File: src/rtl/fifo_reader_pkg.sv
// Shared types and helpers for the fifo_reader consumer-side controller.
package fifo_reader_pkg;

    typedef enum logic [1:0] {
        IDLE   = 2'd0,
        STREAM = 2'd1,
        FLUSH  = 2'd2,
        ERR    = 2'd3
    } state_e;

    // Occupancy counter must represent 0..depth inclusive.
    function automatic int unsigned occ_width(input int unsigned depth);
        return $clog2(depth) + 1;
    endfunction

endpackage

File: src/rtl/fifo_reader_skid.sv
// Circular skid buffer absorbing the FIFO's one-cycle read latency.
module fifo_reader_skid
    import fifo_reader_pkg::*;
#(
    parameter int unsigned DATA_WIDTH = 8,
    parameter int unsigned SKID_DEPTH = 2,
    localparam int unsigned OW        = occ_width(SKID_DEPTH)
) (
    input  logic                  clk_i,
    input  logic                  rst_ni,
    input  logic                  push_i,
    input  logic                  pop_i,
    input  logic [DATA_WIDTH-1:0] data_i,
    output logic [DATA_WIDTH-1:0] data_o,
    output logic [OW-1:0]         occ_o
);

    localparam int unsigned PW = $clog2(SKID_DEPTH);

    logic [DATA_WIDTH-1:0] mem_q [SKID_DEPTH];
    logic [PW-1:0]         head_q;
    logic [PW-1:0]         tail_q;
    logic [OW-1:0]         occ_q;

    // Depth is a power of two, so the pointers wrap naturally.
    always_ff @(posedge clk_i or negedge rst_ni) begin
        if (!rst_ni) begin
            head_q <= '0;
            tail_q <= '0;
            occ_q  <= '0;
            for (int unsigned i = 0; i < SKID_DEPTH; i++) begin
                mem_q[i] <= '0;
            end
        end else begin
            if (push_i) begin
                mem_q[tail_q] <= data_i;
                tail_q        <= tail_q + 1'b1;
            end
            if (pop_i) begin
                head_q <= head_q + 1'b1;
            end
            case ({push_i, pop_i})
                2'b10:   occ_q <= occ_q + 1'b1;
                2'b01:   occ_q <= occ_q - 1'b1;
                default: ;
            endcase
        end
    end

    assign data_o = mem_q[head_q];
    assign occ_o  = occ_q;

endmodule

File: src/rtl/fifo_reader.sv
// FIFO consumer: issues sRead, captures read data into a skid buffer, streams it out.
// Optional macro FIFO_READER_STATS_EN adds the rdCount handshake counter.
module fifo_reader
    import fifo_reader_pkg::*;
#(
    parameter int unsigned DATA_WIDTH = 8,
    parameter int unsigned SKID_DEPTH = 2,
    parameter int unsigned CNT_WIDTH  = 16
) (
    input  logic                  CLK,
    input  logic                  RST,
    input  logic                  ENB,
    input  logic                  flush,
    input  logic                  fifoEmpty,
    input  logic                  fifoAlmostEmpty,
    input  logic                  fifoError,
    input  logic [DATA_WIDTH-1:0] outputData,
    output logic                  sRead,
    output logic [DATA_WIDTH-1:0] dataOut,
    output logic                  validOut,
    input  logic                  readyIn,
    output logic                  busy,
    output logic                  errOut
`ifdef FIFO_READER_STATS_EN
    ,
    output logic [CNT_WIDTH-1:0]  rdCount
`endif
);

    localparam int unsigned    OW      = occ_width(SKID_DEPTH);
    localparam logic [OW:0]    DEPTH_L = (OW+1)'(SKID_DEPTH);

    state_e        state_q;
    logic          inflight_q;
    logic          err_q;
    logic [OW-1:0] occ;
    logic          pop;
    logic [OW:0]   fill;
    logic [OW:0]   limit;

    assign validOut = (occ != '0);
    assign pop      = validOut && readyIn;

    // occ + inflight - pop < DEPTH, rearranged to avoid unsigned underflow.
    assign fill  = {1'b0, occ} + {{OW{1'b0}}, inflight_q};
    assign limit = DEPTH_L + {{OW{1'b0}}, pop};

    // STREAM stops reading in the same cycle the threshold flag rises,
    // since the state itself only leaves STREAM at the following edge.
    always_comb begin
        sRead = 1'b0;
        if (ENB && !fifoEmpty && (fill < limit)) begin
            case (state_q)
                STREAM:  sRead = !fifoAlmostEmpty;
                FLUSH:   sRead = 1'b1;
                default: sRead = 1'b0;
            endcase
        end
    end

    always_ff @(posedge CLK or negedge RST) begin
        if (!RST) begin
            state_q    <= IDLE;
            inflight_q <= 1'b0;
            err_q      <= 1'b0;
        end else begin
            inflight_q <= sRead;
            if (fifoError) begin
                state_q <= ERR;
                err_q   <= 1'b1;
            end else if (ENB) begin
                case (state_q)
                    IDLE: begin
                        if (flush)                 state_q <= FLUSH;
                        else if (!fifoAlmostEmpty) state_q <= STREAM;
                    end
                    STREAM: begin
                        if (flush)                state_q <= FLUSH;
                        else if (fifoAlmostEmpty) state_q <= IDLE;
                    end
                    FLUSH: begin
                        if (fifoEmpty && !inflight_q) state_q <= IDLE;
                    end
                    default: ;
                endcase
            end
        end
    end

    fifo_reader_skid #(
        .DATA_WIDTH (DATA_WIDTH),
        .SKID_DEPTH (SKID_DEPTH)
    ) u_skid (
        .clk_i  (CLK),
        .rst_ni (RST),
        .push_i (inflight_q),
        .pop_i  (pop),
        .data_i (outputData),
        .data_o (dataOut),
        .occ_o  (occ)
    );

    assign busy   = (state_q != IDLE) || validOut;
    assign errOut = err_q;

`ifdef FIFO_READER_STATS_EN
    logic [CNT_WIDTH-1:0] cnt_q;

    always_ff @(posedge CLK or negedge RST) begin
        if (!RST) begin
            cnt_q <= '0;
        end else if (pop && (cnt_q != '1)) begin
            cnt_q <= cnt_q + 1'b1;
        end
    end

    assign rdCount = cnt_q;
`endif

endmodule

File: config.mk
export PLATFORM = sky130hd
export DESIGN_NAME = fifo_reader
export DESIGN_NICKNAME = d
export VERILOG_FILES = /design/src/rtl/fifo_reader_pkg.sv /design/src/rtl/fifo_reader_skid.sv /design/src/rtl/fifo_reader.sv
export SDC_FILE = /design/constraint.sdc
export NUM_CORES = 1
export LEC_CHECK = 0
export CAP_MARGIN = 20
export CORE_UTILIZATION = 48
export CTS_CLUSTER_SIZE = 24
export DETAILED_ROUTE_END_ITERATION = 7
export PLACE_DENSITY = 0.89
export SETUP_SLACK_MARGIN = 0.15
export SLEW_MARGIN = 0
export SYNTH_ARGS = -nofsm -noshare
export SYNTH_HDL_FRONTEND = slang
export SYNTH_SLANG_ARGS = --single-unit
File: constraint.sdc
create_clock -name CLK -period 2.3 [get_ports CLK]
set_input_delay 0.575 -clock CLK [delete_from_list [all_inputs] [get_ports CLK]]
set_output_delay 0.575 -clock CLK [all_outputs]
set_load 0.02 [all_outputs]
==> results of run 1 <==
## synth_stat cells, drive strengths merged, types with 2 or more instances
master	n
dfrtp	24
nand2	2
nor2	4
a221o	3
mux2	25
xnor2	3
a21oi	2
o21ai	3
ha	6
xor2	2
inv	7
## layout make-up
cell class,instances,share of cell area
flip-flops and latches,24,0.378
repair buffers,40,0.224
inverters,7,0.0165
clock buffers,4,0.0228
well taps,28,0.0220
multi-input cells,55,0.337
## cell families after synthesis
family                   count (synthesis)
XOR/XNOR                                 5
flip-flops                              24
adder cells (fa/ha/maj)                  6
AO/OA/AOI/OAI                            9
AND/OR/NAND/NOR                         10
buffers and inverters                    8
multiplexers                            25
## flip-flops by register name, indices dropped and copies added (netlist names)
register,flops
u_skid.head_q,1
u_skid.mem_q,16
u_skid.tail_q,1
inflight_q,1
u_skid.occ_o,2
errOut,1
state_q,2
## worst register-to-register path: stages (launching register included)
cell and delay [ns]:
dfrtp_1 0.41, buf_4 0.14, ha_1 0.20, mux2_4 0.28, a221o_1 0.31, a221o_1 0.35
## cell usage in the layout (no fill, tap or decap), types with 2 or more instances in the layout
cell type,synthesis,final
ha_1,6,4
clkdlybuf4s50_1,0,16
dfrtp_1,24,23
xnor2_1,3,3
o21ai_0,3,3
a21oi_1,2,2
nor2_1,3,3
nand2_1,2,2
mux2_2,24,24
dlygate4sd2_1,0,10
clkbuf_4,0,3
a221o_1,3,3
inv_1,7,7
xor2_1,2,2
buf_4,0,13
## routing by layer
layer,wire (um),GRT usage
met4,0,0.0417
met3,112,0.0298
met5,0,0
met1,944,0.224
met2,1080,0.322
## power breakdown
part | switching, mW | internal (mW)
logic | 0.269 | 0.330
clock network | 0.119 | 0.0965
registers | 0.0532 | 0.502
total | 0.441 | 0.929
## repair_timing
action                                  CTS  global route
pin swaps                                 2             3
setup buffers                             4             0
endpoints found under the setup margin   11             2
hold buffers                              0             0
gates cloned                              0             0
gates resized for setup                  18             3
## through the flow
stage	setup TNS, ns	instance area (um^2)	power [mW]	hold slack [ns]
after floorplan	0	1150	0.902	0.279
after global placement	-0.359	1520	1.12	0.453
after detailed placement	-0.392	1520	1.14	0.456
after CTS	0	1580	1.36	0.490
after global routing	0	1590	1.45	0.525
final	0	1590	1.37	0.488
## worst max path at each step
stage | from | cells past startpoint | endpoint
5_1_grt | u_skid.occ_o[0]$_DFFE_PN0P_ | 5 | sRead
3_5_place_dp | ENB | 4 | sRead
6_report | u_skid.occ_o[0]$_DFFE_PN0P_ | 5 | sRead
3_3_place_gp | readyIn | 5 | sRead
2_1_floorplan | inflight_q$_DFF_PN0_ | 4 | sRead
4_1_cts | u_skid.occ_o[0]$_DFFE_PN0P_ | 5 | sRead
==> flow_summary_export.csv, run 1 <==
group,metric,value,unit
status,status,"finished clean",
logic_synthesis,synth.area.top_cells,"dfrtp_1, mux2_2, ha_1",
min_path,hp-class,"reg -> reg",
timing,relSlewSlack,0.698,
critical_path,r2r_end,"state_q[0]$_DFFE_PN0P_",
clocking,cts_tree,"built",
place,io_buffer_count,27,
critical_path,critPathSlowestCell,"dfrtp_1",
floorplan,die_h,51.0,um
route,ant_nets,0,
timing,min_period,2.24,ns
route,drtIter0Drc,2,
route,first_pass_iters,4,
logic_synthesis,synth_compound_area_frac,0.0565,
place,hpwl,1580,um
critical_path,reg2reg_slack,0.50,ns
final_layout,layout.cells.non_filler,158,
logic_synthesis,synth_cells,87,
logic_synthesis,synth_top_area_frac,0.521,
clocking,cts.clk_slew.worst_paths,0.13,ns
global_route,grt.total_usage,0.180,
logic_synthesis,syn_avg_cell_area,13.2,um^2
critical_path,cpPeakStageDelay,0.42,ns
logic_synthesis,ys_seq_elements,24,
logic_synthesis,ys_async_sr_fraction,1.00,
timing,setup_ws,0.0643,ns
critical_path,cp-end-kind,"primary output",
min_path,hp-start,"errOut$_DFFE_PN0P_",
timing,rsz0062_at_grt,"true",
pwr,cellLeakagePower,0.776,nW
final_layout,layout-drive-gt1-share,0.369,
logic_synthesis,synth_mux_area_frac,0.248,
clocking,cts_sinks,24,
min_path,hold_depth,1,
floorplan,io_pins,28,
logic_synthesis,synth.yosys.seq_area_share,0.521,
timing,finalClockSkew,0.000911,ns
timing,setup_viol,0,
pwr,ir_drop,0.000657,V
critical_path,startpoint_type,"flop",
logic_synthesis,yosys.area_share.xor_xnor,0.0380,
final_layout,nets,153,
logic_synthesis,syn-cell-area,0.00115,mm^2
route,route.detailed.drc,0,
final_layout,fin_util,0.713,
logic_synthesis,synth_edf_count,0,
floorplan,die_w,51.0,um
job,maxCapViolCount,0,
route,vias_per_cell,5.10,
timing,fin_crit_sh,0.972,
global_route,grt_pass1_wl,3510,um
critical_path,cp.required,1.73,ns
logic_synthesis,ys.flop_type,"dfrtp_1",
timing,fmax,0.447,GHz
logic_synthesis,synthAdderAreaFrac,0.0651,
place,dp_slack,-0.392,ns
final_layout,multi_input_area,537,um^2
timing,slew_viol_final,0,
route,route.vias.total,806,
global_route,grt_pass1_vias,828,
clocking,clkLatencyLatePin,0.30,ns
global_route,grt_overflow,0,
timing,hold_viol_final,0,
critical_path,critical_path.top_delay_family,"flip-flops",
logic_synthesis,ys_warn_count,0,
critical_path,worst_ep_arrival_time,1.66,ns
clocking,ctsHtreeMaxLevel,1,
final_layout,syn2layout_area_growth,38.2,%
critical_path,path_buf_inv,1,
floorplan,dieArea,0.00260,mm^2
min_path,hold_path_end,"errOut$_DFFE_PN0P_",
floorplan,num_rows,17,
logic_synthesis,synth_simple_gate_area_frac,0.0456,
timing,worstMarginPinSlew,0.452,ns
route,avgRoutedWirePerCell,13.5,um
clocking,cts_root_buf,"clkbuf_4",
floorplan,initial_core_util,0.516,
place,gp_congestion,0.761,
clocking,ctsLongestPathBuffers,2,
final_layout,num_antenna_cells,0,
route,routed_wl,2140,um
floorplan,coreArea,0.00223,mm^2
critical_path,critical_path_peak_fanout,2,
critical_path,reg2reg_from,"state_q[0]$_DFFE_PN0P_",
pwr,power_density,860,mW/mm^2
critical_path,crit_chain,"ha_2, ha_4, nor4bb_1, o211a_1, buf_6",
final_layout,nFillCells,172,
final_layout,regArea,602,um^2
logic_synthesis,synth_cell_types,19,
global_route,antenna_found_initial,0,
critical_path,r2r.worst_path.cells,5,
clocking,numCtsBuffers,3,
logic_synthesis,synth_area_leader_cell,"dfrtp_1",
critical_path,worstSetupPathType,"reg -> out",
logic_synthesis,synth_top_family_by_area,"multiplexers",
place,placed_cells_incl_taps,150,
global_route,grt_max_degree,25,
logic_synthesis,synth_nets,109,
(Power assumes the default switching activity.)
==> run 2: changes to the inputs <==
Settings changed: CTS_CLUSTER_SIZE 24 to 16.
==> results of run 2 <==
Final layout, timing and power as in run 1 (identical DEF).
==> RTL edit 1 (flow settings as in run 2) <==
`SKID_DEPTH` is set to 2 in 2 places; all go to 1.
--- a/src/rtl/fifo_reader_skid.sv
+++ b/src/rtl/fifo_reader_skid.sv
@@ -3,7 +3,7 @@
     import fifo_reader_pkg::*;
 #(
     parameter int unsigned DATA_WIDTH = 8,
-    parameter int unsigned SKID_DEPTH = 2,
+    parameter int unsigned SKID_DEPTH = 1,
     localparam int unsigned OW        = occ_width(SKID_DEPTH)
 ) (
     input  logic                  clk_i,
--- a/src/rtl/fifo_reader.sv
+++ b/src/rtl/fifo_reader.sv
@@ -4,7 +4,7 @@
     import fifo_reader_pkg::*;
 #(
     parameter int unsigned DATA_WIDTH = 8,
-    parameter int unsigned SKID_DEPTH = 2,
+    parameter int unsigned SKID_DEPTH = 1,
     parameter int unsigned CNT_WIDTH  = 16
 ) (
     input  logic                  CLK,
Function: changed (Yosys sat finds a counterexample within 4 cycles, from zero or initial values and one cycle with RST low).
==> RTL edit 1 against run 2 <==
  * The run now fails in global routing (5_1_grt)
  * Area after synthesis decreased by 35%
==> RTL edit 1: results (changes against run 2) <==
[grt]
grt_max_degree = 16

[yosys]
synthesis.nets = 81  ; was 109
ys_seq_area_share_pct = 50.34  ; was 52.12%
yosys-top-cells-count = dfrtp_1, mux2_2, ha_1, inv_1  ; was dfrtp_1, mux2_2, inv_1, ha_1
yosys-top-cells-area = dfrtp_1, mux2_2, ha_1  ; unchanged
synth_top_area_share_pct = 50.34  ; was 52.12%
yosysWarnings = 0  ; unchanged
ys_types = 21  ; was 19
synth-edff-count = 0  ; unchanged
ys_async_sr_fraction_pct = 100.0  ; unchanged

[cts]
clockBufferDepth = 2  ; unchanged
clock_sinks = 15  ; was 24
root_buffer = clkbuf_4  ; unchanged
cts_buffers = 3  ; unchanged
htree_levels = 1  ; unchanged

[outcome]
status = did not finish  ; was completed
error = [ERROR DPL-0038] Utilization greater than 100%, impossible to legalize
lastStage = global routing (5_1_grt)

[placed_design]
hpwl_mm = 1.482  ; was 1.583 mm
gp_congestion = 0.8775  ; was 0.7605
io_buffers = 27  ; unchanged

[timing]
postGrtWorstEndpoint = sRead
worst-ep-kind = top-level output

RTL edit 1: logic make-up after synthesis:
logic type                 share of synthesized area (%)
AOI/OAI and AO/OA                                  10.24
xor gates and xnor gates                           2.349
adders and majority gates                          10.07
buffers and inverters                              4.530
DFF                                                50.34
muxes                                              12.08
and+or+nand+nor                                    10.40
RTL edit 1: through the flow:
stage | TNS, ns | hold WS (ns) | worst slack, ns | std cells | area [µm²]
4_1_cts | -0.1408 | 0.4768 | -0.07298 | 128 | 1257
3_3_place_gp | -0.6869 | 0.4522 | -0.6869 | 113 | 1121
2_1_floorplan | 0 | 0.2794 | 0.1710 | 59 | 745.7
3_5_place_dp | -0.9129 | 0.4592 | -0.9129 | 113 | 1121
RTL edit 1: repair_timing:
item                       CTS
buffers inserted            11
setup endpoints to repair    2
gates resized for setup     15
hold endpoints to repair     0
pin swaps                    4
==> RTL edit 2 (flow settings as in run 2) <==
Made on the original files. Re-encode `state_e` (4 states) as one-hot, 4 bits wide.
--- a/src/rtl/fifo_reader_pkg.sv
+++ b/src/rtl/fifo_reader_pkg.sv
@@ -1,11 +1,11 @@
 // Shared types and helpers for the fifo_reader consumer-side controller.
 package fifo_reader_pkg;
 
-    typedef enum logic [1:0] {
-        IDLE   = 2'd0,
-        STREAM = 2'd1,
-        FLUSH  = 2'd2,
-        ERR    = 2'd3
+    typedef enum logic [3:0] {
+        IDLE   = 4'b0001,
+        STREAM = 4'b0010,
+        FLUSH  = 4'b0100,
+        ERR    = 4'b1000
     } state_e;
 
     // Occupancy counter must represent 0..depth inclusive.
Check against the original RTL: same outputs for any inputs over 10 cycles, from zero or initial values and one cycle with RST low; not proved beyond that.
==> RTL edit 2 against run 2 <==
  * Sequential share of layout area is 1.3 points higher
  * Clock power is 9.7% lower
  * Sequential cell count is 2 higher
  * Non-clock buffer count is 4 lower
  * Routed wire length is 19% higher
  * Area after synthesis is 9.1% higher
  * Worst setup slack better by 0.033 ns
  * Critical path depth stayed put
  * First-iteration DRC count grew to 8.5 times the old value
  * Total power is 13% lower
  * Final cell count is 5.7% higher
  * Count of clock-buffer cells in the layout stayed put
  * Cell area is 4.9% higher
  * Combinational power is 21% lower
==> RTL edit 2: results (changes against run 2) <==
[outcome]
status = completed  ; unchanged

[grt]
grt_pass1_vias = 881  ; was 828
grt_pass1_wl_mm = 3.822  ; was 3.512 mm
antenna_found_initial = 0  ; unchanged
grtUsageTotal_pct = 19.20  ; was 17.96%
grt_max_degree = 27  ; was 25

[cts]
cts_buffers = 3  ; unchanged
clock_latency_ns = 0.31
clockBufferDepth = 2  ; unchanged
root_buffer = clkbuf_4  ; unchanged
htree_levels = 1  ; unchanged
clk_pin_slew_worst_paths_ns = 0.14

[run]
drv_cap = 0  ; unchanged

[yosys]
ys_seq_area_share_pct = 51.84  ; was 52.12%
yosysWarnings = 0  ; unchanged
yosys-top-cells-count = dfrtp_1, mux2_2, mux2_1, nor2_1  ; was dfrtp_1, mux2_2, inv_1, ha_1
ys_async_sr_fraction_pct = 100.0  ; unchanged
synthesis.nets = 117  ; was 109
syn_inst = 98  ; was 87
ys_types = 31  ; was 19
yosys-top-cells-area = dfrtp_1, mux2_2, mux2_1  ; was dfrtp_1, mux2_2, ha_1

[placed_design]
gp_congestion = 0.7688  ; was 0.7605
hpwl_mm = 1.783  ; was 1.583 mm
placedCellCount = 159  ; was 150
io_buffers = 27  ; unchanged

[timing]
fin_skew_ns = 0.005267  ; was 0.0009109 ns
worst_pin_slew_ns = 0.4770  ; was 0.4523 ns

[power]
vdd_drop_max_mv = 0.4933  ; was 0.6568 mV
p_leak_nw = 0.7862  ; was 0.7761 nW

[routing]
dr.pass1.iters = 4  ; unchanged
drt_iter0_markers = 17  ; was 2
wl_mm = 2.542  ; was 2.139 mm
via_per_inst = 5.413  ; was 5.101
drc = 0  ; unchanged

[cells_and_area]
top_register = u_skid.mem_q  ; unchanged
largest_reg_flops = 16  ; unchanged
fillerInstances = 188  ; was 172
n_antenna_cell = 0  ; unchanged
drive_above_1_share_pct = 34.31  ; was 36.92%
stdcell_count = 167  ; was 158

[worst_setup_path]
crit_fanout = 2  ; unchanged

[hold_path]
min-delay-path-class = flip-flop to flip-flop  ; unchanged

RTL edit 2: cells by family after synthesis:
group | count (synthesis) | share of synthesized area, %
multiplexers | 26 | 23.28
flip-flops | 26 | 51.84
AND/OR/NAND/NOR | 22 | 10.05
AO/OA/AOI/OAI | 11 | 6.866
XOR/XNOR | 5 | 3.483
buffers and inverters | 5 | 1.492
adder cells (fa/ha/maj) | 3 | 2.985
RTL edit 2: repair_timing:
action	CTS	global route
setup buffers	3	1
resized for setup	24	12
pin swaps	0	2
setup endpoints to repair	11	5
RTL edit 2: cell type report:
| class | count | share of cell area, % |
|---|---|---|
| inverter | 4 | 0.8989 |
| clock buffer | 4 | 1.573 |
| timing repair buffer | 36 | 20.00 |
| tap | 30 | 2.247 |
| multi-input combinational | 67 | 36.18 |
| sequential | 26 | 39.10 |
RTL edit 2: power breakdown:
part | leakage [nW] | internal, W | switching, W | total [W]
clock network | 0.0150 | 0.0000677 | 0.000127 | 0.000195
registers | 0.321 | 0.000499 | 0.0000268 | 0.000526
logic | 0.450 | 0.000252 | 0.000221 | 0.000472
RTL edit 2: final timing paths:
path / startpoint / to / slack, ns / cells past startpoint
min in group asynchronous: RST / state_q[2] / 0.62 / 2
setup / recovery: u_skid.occ_o[0] / sRead / 0.1 / 5
setup reg to reg: u_skid.occ_o[0] / u_skid.occ_o[1] / 0.58 / 8
hold reg to reg: errOut / errOut / 0.49 / 1
hold / removal: errOut / errOut / 0.49 / 1
max in group asynchronous: RST / state_q[0] / 1.39 / 2
RTL edit 2: worst max-delay path: stages, from the launching register on:
cell      delay (ns)
dfrtp_1         0.42
ha_2            0.18
ha_2            0.17
nor3b_2         0.18
o2111a_1        0.25
buf_6           0.13
RTL edit 2: per-stage QoR:
step           TNS, ns  setup WS (ns)  util, %  instance area [µm²]  hold WS (ns)
5_1_grt              0        0.03030    67.42                 1670        0.4975
2_1_floorplan        0         0.4548        -                 1257        0.2794
3_5_place_dp   -0.3678        -0.3678    64.55                 1599        0.4547
6_report             0        0.09680    67.42                 1670        0.4887
3_3_place_gp   -0.3566        -0.3566    64.55                 1599        0.4574
4_1_cts              0        0.01047    66.11                 1638        0.4884
RTL edit 2: per-layer routing:
| layer | wire [µm] | vias up | GRT usage [%] |
|---|---|---|---|
| li1 | - | 429 | - |
| met1 | 1109 | 437 | 22.59 |
| met2 | 1268 | 32 | 33.97 |
| met3 | 125 | 6 | 3.161 |
| met4 | 38 | 0 | 8.333 |
| met5 | 0 | - | 0 |
